### src/rtl/mem_controller.sv
// Byte-serial memory arbiter between the load/store buffer, the instruction fetcher
// and the 8-bit RAM/IO bus. One word/half/byte transaction is sequenced at a time.
module mem_controller #(
    parameter bit       LSB_PRIORITY = 1'b1,
    parameter bit [1:0] IO_TAG       = 2'b11
) (
    input  logic        clk_in,
    input  logic        rst_in,
    input  logic        rdy_in,
    input  logic        _clear,
    input  logic        _if_mem_ready,
    input  logic [31:0] _if_addr,
    output logic        _mem_if_ready,
    output logic [31:0] _mem_if_data,
    input  logic        _lsb_mem_ready,
    input  logic [1:0]  _work_type,
    input  logic        _r_nw_in,
    input  logic [31:0] _addr,
    input  logic [31:0] _data_in,
    output logic        _mem_busy,
    output logic        _mem_lsb_ready,
    output logic [31:0] _data_out,
    input  logic [7:0]  mem_din,
    output logic [7:0]  mem_dout,
    output logic [31:0] mem_a,
    output logic        mem_wr,
    input  logic        io_buffer_full
);

    typedef enum logic [1:0] {
        IDLE  = 2'd0,
        READ  = 2'd1,
        WRITE = 2'd2
    } state_t;

    state_t      r_state;
    logic [2:0]  r_cnt;
    logic [31:0] r_addr;
    logic [2:0]  r_size;
    logic [31:0] r_wdata;
    logic        r_isLsb;
    logic [31:0] r_rdata;
    logic        r_lsbReady;
    logic        r_ifReady;
    logic [31:0] r_dataOut;
    logic [31:0] r_ifData;

    state_t      w_stateNext;
    logic [2:0]  w_cntNext;
    logic [31:0] w_addrNext;
    logic [2:0]  w_sizeNext;
    logic [31:0] w_wdataNext;
    logic        w_isLsbNext;
    logic [31:0] w_rdataNext;
    logic        w_lsbReadyNext;
    logic        w_ifReadyNext;
    logic [31:0] w_dataOutNext;
    logic [31:0] w_ifDataNext;

    logic        w_lsbWins;
    logic        w_ifWins;
    logic [2:0]  w_reqSize;
    logic        w_stall;
    logic        w_active;
    logic [1:0]  w_capIdx;
    logic [31:0] w_captured;

    assign w_lsbWins = _lsb_mem_ready && (LSB_PRIORITY || !_if_mem_ready);
    assign w_ifWins  = _if_mem_ready && !w_lsbWins;
    assign w_stall   = (r_state == WRITE) && (r_addr[17:16] == IO_TAG) && io_buffer_full;
    assign w_capIdx  = r_cnt[1:0] - 2'd1;

    always_comb begin
        w_reqSize = 3'd4;
        case (_work_type)
            2'b00:   w_reqSize = 3'd1;
            2'b01:   w_reqSize = 3'd2;
            default: w_reqSize = 3'd4;
        endcase
    end

    // The byte arriving now belongs to the address presented one cycle earlier.
    always_comb begin
        w_captured = r_rdata;
        if (r_cnt != 3'd0) begin
            w_captured[{w_capIdx, 3'b000} +: 8] = mem_din;
        end
    end

    always_comb begin
        w_stateNext    = r_state;
        w_cntNext      = r_cnt;
        w_addrNext     = r_addr;
        w_sizeNext     = r_size;
        w_wdataNext    = r_wdata;
        w_isLsbNext    = r_isLsb;
        w_rdataNext    = r_rdata;
        w_lsbReadyNext = 1'b0;
        w_ifReadyNext  = 1'b0;
        w_dataOutNext  = r_dataOut;
        w_ifDataNext   = r_ifData;

        case (r_state)
            IDLE: begin
                if (!_clear && (w_lsbWins || w_ifWins)) begin
                    w_cntNext   = 3'd0;
                    w_rdataNext = '0;
                    w_isLsbNext = w_lsbWins;
                    if (w_lsbWins) begin
                        w_addrNext  = _addr;
                        w_sizeNext  = w_reqSize;
                        w_wdataNext = _data_in;
                        w_stateNext = _r_nw_in ? READ : WRITE;
                    end else begin
                        w_addrNext  = _if_addr;
                        w_sizeNext  = 3'd4;
                        w_wdataNext = '0;
                        w_stateNext = READ;
                    end
                end
            end
            READ: begin
                // A flush drops any partial load or fetch, even on its final capture.
                if (_clear) begin
                    w_stateNext = IDLE;
                    w_cntNext   = 3'd0;
                    w_rdataNext = '0;
                end else if (r_cnt == r_size) begin
                    w_stateNext = IDLE;
                    w_cntNext   = 3'd0;
                    w_rdataNext = '0;
                    if (r_isLsb) begin
                        w_lsbReadyNext = 1'b1;
                        w_dataOutNext  = w_captured;
                    end else begin
                        w_ifReadyNext = 1'b1;
                        w_ifDataNext  = w_captured;
                    end
                end else begin
                    w_cntNext   = r_cnt + 3'd1;
                    w_rdataNext = w_captured;
                end
            end
            WRITE: begin
                if (!w_stall) begin
                    if (r_cnt == r_size - 3'd1) begin
                        w_stateNext    = IDLE;
                        w_cntNext      = 3'd0;
                        w_lsbReadyNext = 1'b1;
                    end else begin
                        w_cntNext = r_cnt + 3'd1;
                    end
                end
            end
            default: begin
                w_stateNext = IDLE;
                w_cntNext   = 3'd0;
            end
        endcase
    end

    // Everything freezes while rdy_in is low, including a pending completion pulse.
    always_ff @(posedge clk_in or negedge rst_in) begin
        if (!rst_in) begin
            r_state    <= IDLE;
            r_cnt      <= 3'd0;
            r_addr     <= '0;
            r_size     <= 3'd0;
            r_wdata    <= '0;
            r_isLsb    <= 1'b0;
            r_rdata    <= '0;
            r_lsbReady <= 1'b0;
            r_ifReady  <= 1'b0;
            r_dataOut  <= '0;
            r_ifData   <= '0;
        end else if (rdy_in) begin
            r_state    <= w_stateNext;
            r_cnt      <= w_cntNext;
            r_addr     <= w_addrNext;
            r_size     <= w_sizeNext;
            r_wdata    <= w_wdataNext;
            r_isLsb    <= w_isLsbNext;
            r_rdata    <= w_rdataNext;
            r_lsbReady <= w_lsbReadyNext;
            r_ifReady  <= w_ifReadyNext;
            r_dataOut  <= w_dataOutNext;
            r_ifData   <= w_ifDataNext;
        end
    end

    assign w_active = (r_state == WRITE) || ((r_state == READ) && (r_cnt < r_size));

    assign _mem_busy      = (r_state != IDLE);
    assign mem_a          = w_active ? (r_addr + {30'd0, r_cnt[1:0]}) : '0;
    assign mem_dout       = (r_state == WRITE) ? r_wdata[{r_cnt[1:0], 3'b000} +: 8] : '0;
    assign mem_wr         = (r_state == WRITE) && !w_stall && rdy_in;
    assign _mem_lsb_ready = r_lsbReady && rdy_in;
    assign _mem_if_ready  = r_ifReady && rdy_in;
    assign _data_out      = r_dataOut;
    assign _mem_if_data   = r_ifData;

endmodule

### config.mk
export PLATFORM = sky130hd
export DESIGN_NAME = mem_controller
export DESIGN_NICKNAME = d
export VERILOG_FILES = /design/src/rtl/mem_controller.sv
export SDC_FILE = /design/constraint.sdc
export NUM_CORES = 1
export LEC_CHECK = 0
export BUFFER_PORTS_ARGS = -buffer_cell sky130_fd_sc_hd__buf_2
export CORE_UTILIZATION = 30
export DETAILED_ROUTE_END_ITERATION = 6
export GPL_ROUTABILITY_DRIVEN = 0
export PLACE_DENSITY_LB_ADDON = 0.2
export SYNTH_ARGS = -nofsm -noshare
export SYNTH_HDL_FRONTEND = slang
export SYNTH_SLANG_ARGS = --single-unit
export TNS_END_PERCENT = 10
### constraint.sdc
create_clock -name clk_in -period 2.5 [get_ports clk_in]
set_clock_uncertainty 0.1 [all_clocks]
set_input_delay 0.5 -clock clk_in [delete_from_list [all_inputs] [get_ports clk_in]]
set_output_delay 0.5 -clock clk_in [all_outputs]
set_load 0.02 [all_outputs]
==> impl_metrics.csv <==
group,metric,value,unit
floorplan,die_area,28650,um^2
critical_path,crit_fanout,2,
routing,drc,0,
outcome,violations,"negative setup slack",
floorplan,die_x,169.3,um
placed_design,pre_cts_ws,-0.06565,ns
clocking,numCtsBuffers,17,
timing,fmax,0.3406,GHz
layout,num-fill-cells,2736,
clocking,clock_latency,0.42,ns
placed_design,hpwl,17560,um
synth,avgSynthCellArea,9.399,um^2
synth,synth_area,8393,um^2
routing,routed_wirelength,24560,um
layout,area_delta_synth_final,37.52,%
synth,yosysWarnings,0,
placed_design,port_buffers,221,
layout,fin_nets,1281,
outcome,status,"complete, but fails checks",
clocking,htree_levels,4,
floorplan,row_count,60,
timing,fin_crit_sh,117.4,%
layout,multi_input_area,4095,um^2
grt,antenna_found_initial,3,
clocking,clkTransAtPathRegs,0.07,ns
clocking,clockBufferDepth,2,
synth,yosysSeqAreaShare,50.98,%
floorplan,core,27180,um^2
timing,setup_slack,-0.4360,ns
grt,grt_pass1_vias,7031,
critical_path,critPathKind,"reg2out",
timing,setup_viol_count_final,40,
layout,regArea,4279,um^2
synth,yosysUniqueCellTypes,45,
timing,rsz0062_at_grt,"yes",
grt,grt_util_all_layers,17.66,%
clocking,cts-root-buf,"clkbuf_16",
worst_hold_path,min_path_type,"in2reg",
clocking,cts.sinks,171,
critical_path,required,1.90,ns
power_and_ir_drop,power_leakage,5.543,nW
power_and_ir_drop,total_power,11.52,mW
routing,wl_per_cell,15.98,um
layout,layout_commonest_cell,"buf_2",
run,drv_cap,0,
synth,syn-num-nets,1023,
floorplan,die_h,169.3,um
grt,use_met1,24.95,%
grt,grt_pass1_wl,39210,um
timing,period_needed,2.936,ns
grt,grt-ovfl-total,0,
grt,met2_usage,26.95,%
routing,first_iter_violations,354,
critical_path,critPathArrivalTime,2.34,ns
floorplan,num_io_pins,222,
clocking,cts_tree,"built",
synth,ys_async_sr_fraction,100.0,%
layout,layout-drive-gt1-share,33.25,%
power_and_ir_drop,ir_drop,428.0,uV
power_and_ir_drop,power_density,998.4,nW/um^2
layout,final_core_util,42.47,%
layout,stdcell_count,1537,
grt,top_usage_layer,"met2",
timing,hold_violations,0,
synth,synth_ff_type,"dfrtp_1",
timing,worst_slew_pin_slew,0.4905,ns
timing,relSlewSlack,67.30,%
synth,syn_inst,893,
placed_design,dp.cells,1494,
timing,maxSlewViolCount,0,
grt,grt_start_max_net_pins,66,
synth,synth_seq_cells,171,
grt,met3_usage,4.058,%
routing,firstDrtPassIters,4,
routing,via_per_inst,4.740,
synth,synth_edf_count,0,
critical_path,end_kind,"output pin",
layout,mostFrequentLayoutCells,"buf_2 (193), nand2_1 (177), dfrtp_1 (171), o21ai_0 (77), buf_4 (69)",
routing,ant_nets,0,
routing,vias,7286,
floorplan,start_util,30.88,%
critical_path,start_kind,"flip-flop",
-- stage by stage --
stage / hold slack [ns] / cell area (um^2) / setup TNS, ns
floorplan: 0.1044 / 8422 / -0.5186
global placement: 0.3458 / 10430 / -0.04322
detailed placement: 0.3531 / 10430 / -0.08576
CTS: 0.1558 / 11300 / -12.12
global route: 0.1754 / 11540 / -14.26
finish: 0.1818 / 11540 / -10.54
-- power breakdown --
group	switching, mW	leakage (nW)	internal [mW]
clock	1.22	0.286	1.51
sequential	0.518	2.26	3.54
combinational	2.68	3.00	2.06
total	4.42	5.54	7.11
-- cells in the mapped netlist (all sizes together) (10+ instances only) --
master	instances	area share, %
xnor2	23	2.4
nand4	10	1.1
nand3	51	3.0
mux2i	32	3.8
dfrtp	171	51
nor2	62	2.8
o21ai	78	4.7
buf	12	0.76
a21oi	47	2.8
inv	19	0.85
clkbuf	45	2.0
and2	12	0.89
ha	15	2.2
nand2	178	8.0
a22oi	18	1.6
nor3	15	0.89
nor4	14	1.2
o31ai	25	2.2
-- critical path: stages (launching register included) --
cell     delay [ns]
dfrtp_1        0.39
ha_1           0.28
a21o_1         0.12
nand4_1        0.13
or3_1          0.34
or3_4          0.38
a21oi_4        0.13
buf_6          0.13
-- flip-flops by register name, summed over array words and instances, names as in the netlist --
register,flops
r_addr,32
r_ifReady,1
r_isLsb,1
r_wdata,32
r_size,3
_mem_if_data,32
r_lsbReady,1
r_cnt,3
r_state,2
r_rdata,32
_data_out,32
-- per-layer routing --
metal  share of wire (%)  routed length (um)
met1                  48               11750
met2                  46               11290
met3                 5.0                1230
met4                 1.1                 273
met5               0.065                  16
-- final timing paths --
check / startpoint / endpoint / slack (ns) / cells past startpoint
worst max-delay path: r_addr[1]$_DFFE_PN0P_ / mem_a[31] / -0.44 / 7
worst min-delay path: _r_nw_in / r_state[1]$_DFFE_PN0P_ / 0.18 / 2
worst max register to register: r_cnt[0]$_DFFE_PN0P_ / r_rdata[25]$_DFFE_PN0P_ / 0.16 / 9
worst min register to register: r_wdata[25]$_DFFE_PN0P_ / r_wdata[25]$_DFFE_PN0P_ / 0.37 / 2
max in group asynchronous: rst_in / _data_out[23]$_DFFE_PN0P_ / 1.13 / 3
min in group asynchronous: rst_in / r_addr[26]$_DFFE_PN0P_ / 0.49 / 2
-- cell families (layout without fill, tap and decap cells) --
kind of cell	count (synthesis)	count (layout)	synth area share (%)
flops	171	171	50.98
xor+xnor	28	28	3.101
compound gates	189	189	13.40
simple gates	372	372	20.30
mux	41	41	6.097
buf+inv	76	347	3.637
other cells	0	1	0
fa+ha+maj	16	16	2.475
-- timing repair --
item	4_1_cts	5_1_grt
setup endpoints to repair	43	74
gates resized for setup	41	55
setup buffers	4	2
cloned	3	0
pin swaps	7	10
hold endpoints to repair	45	0
hold buffers	1	0
-- final cells by class --
| cell class | count | share of cell area, % |
|---|---|---|
| Antenna cell | 1 | 0.02168 |
| Tap cell | 372 | 4.033 |
| Clock buffer | 18 | 3.718 |
| Inverter | 19 | 0.6179 |
| Clock inverter | 14 | 1.550 |
| Timing Repair Buffer | 296 | 17.51 |
| Sequential cell | 171 | 37.07 |
| Multi-Input combinational cell | 646 | 35.48 |
Note: power is estimated with default switching activity, not from simulation.
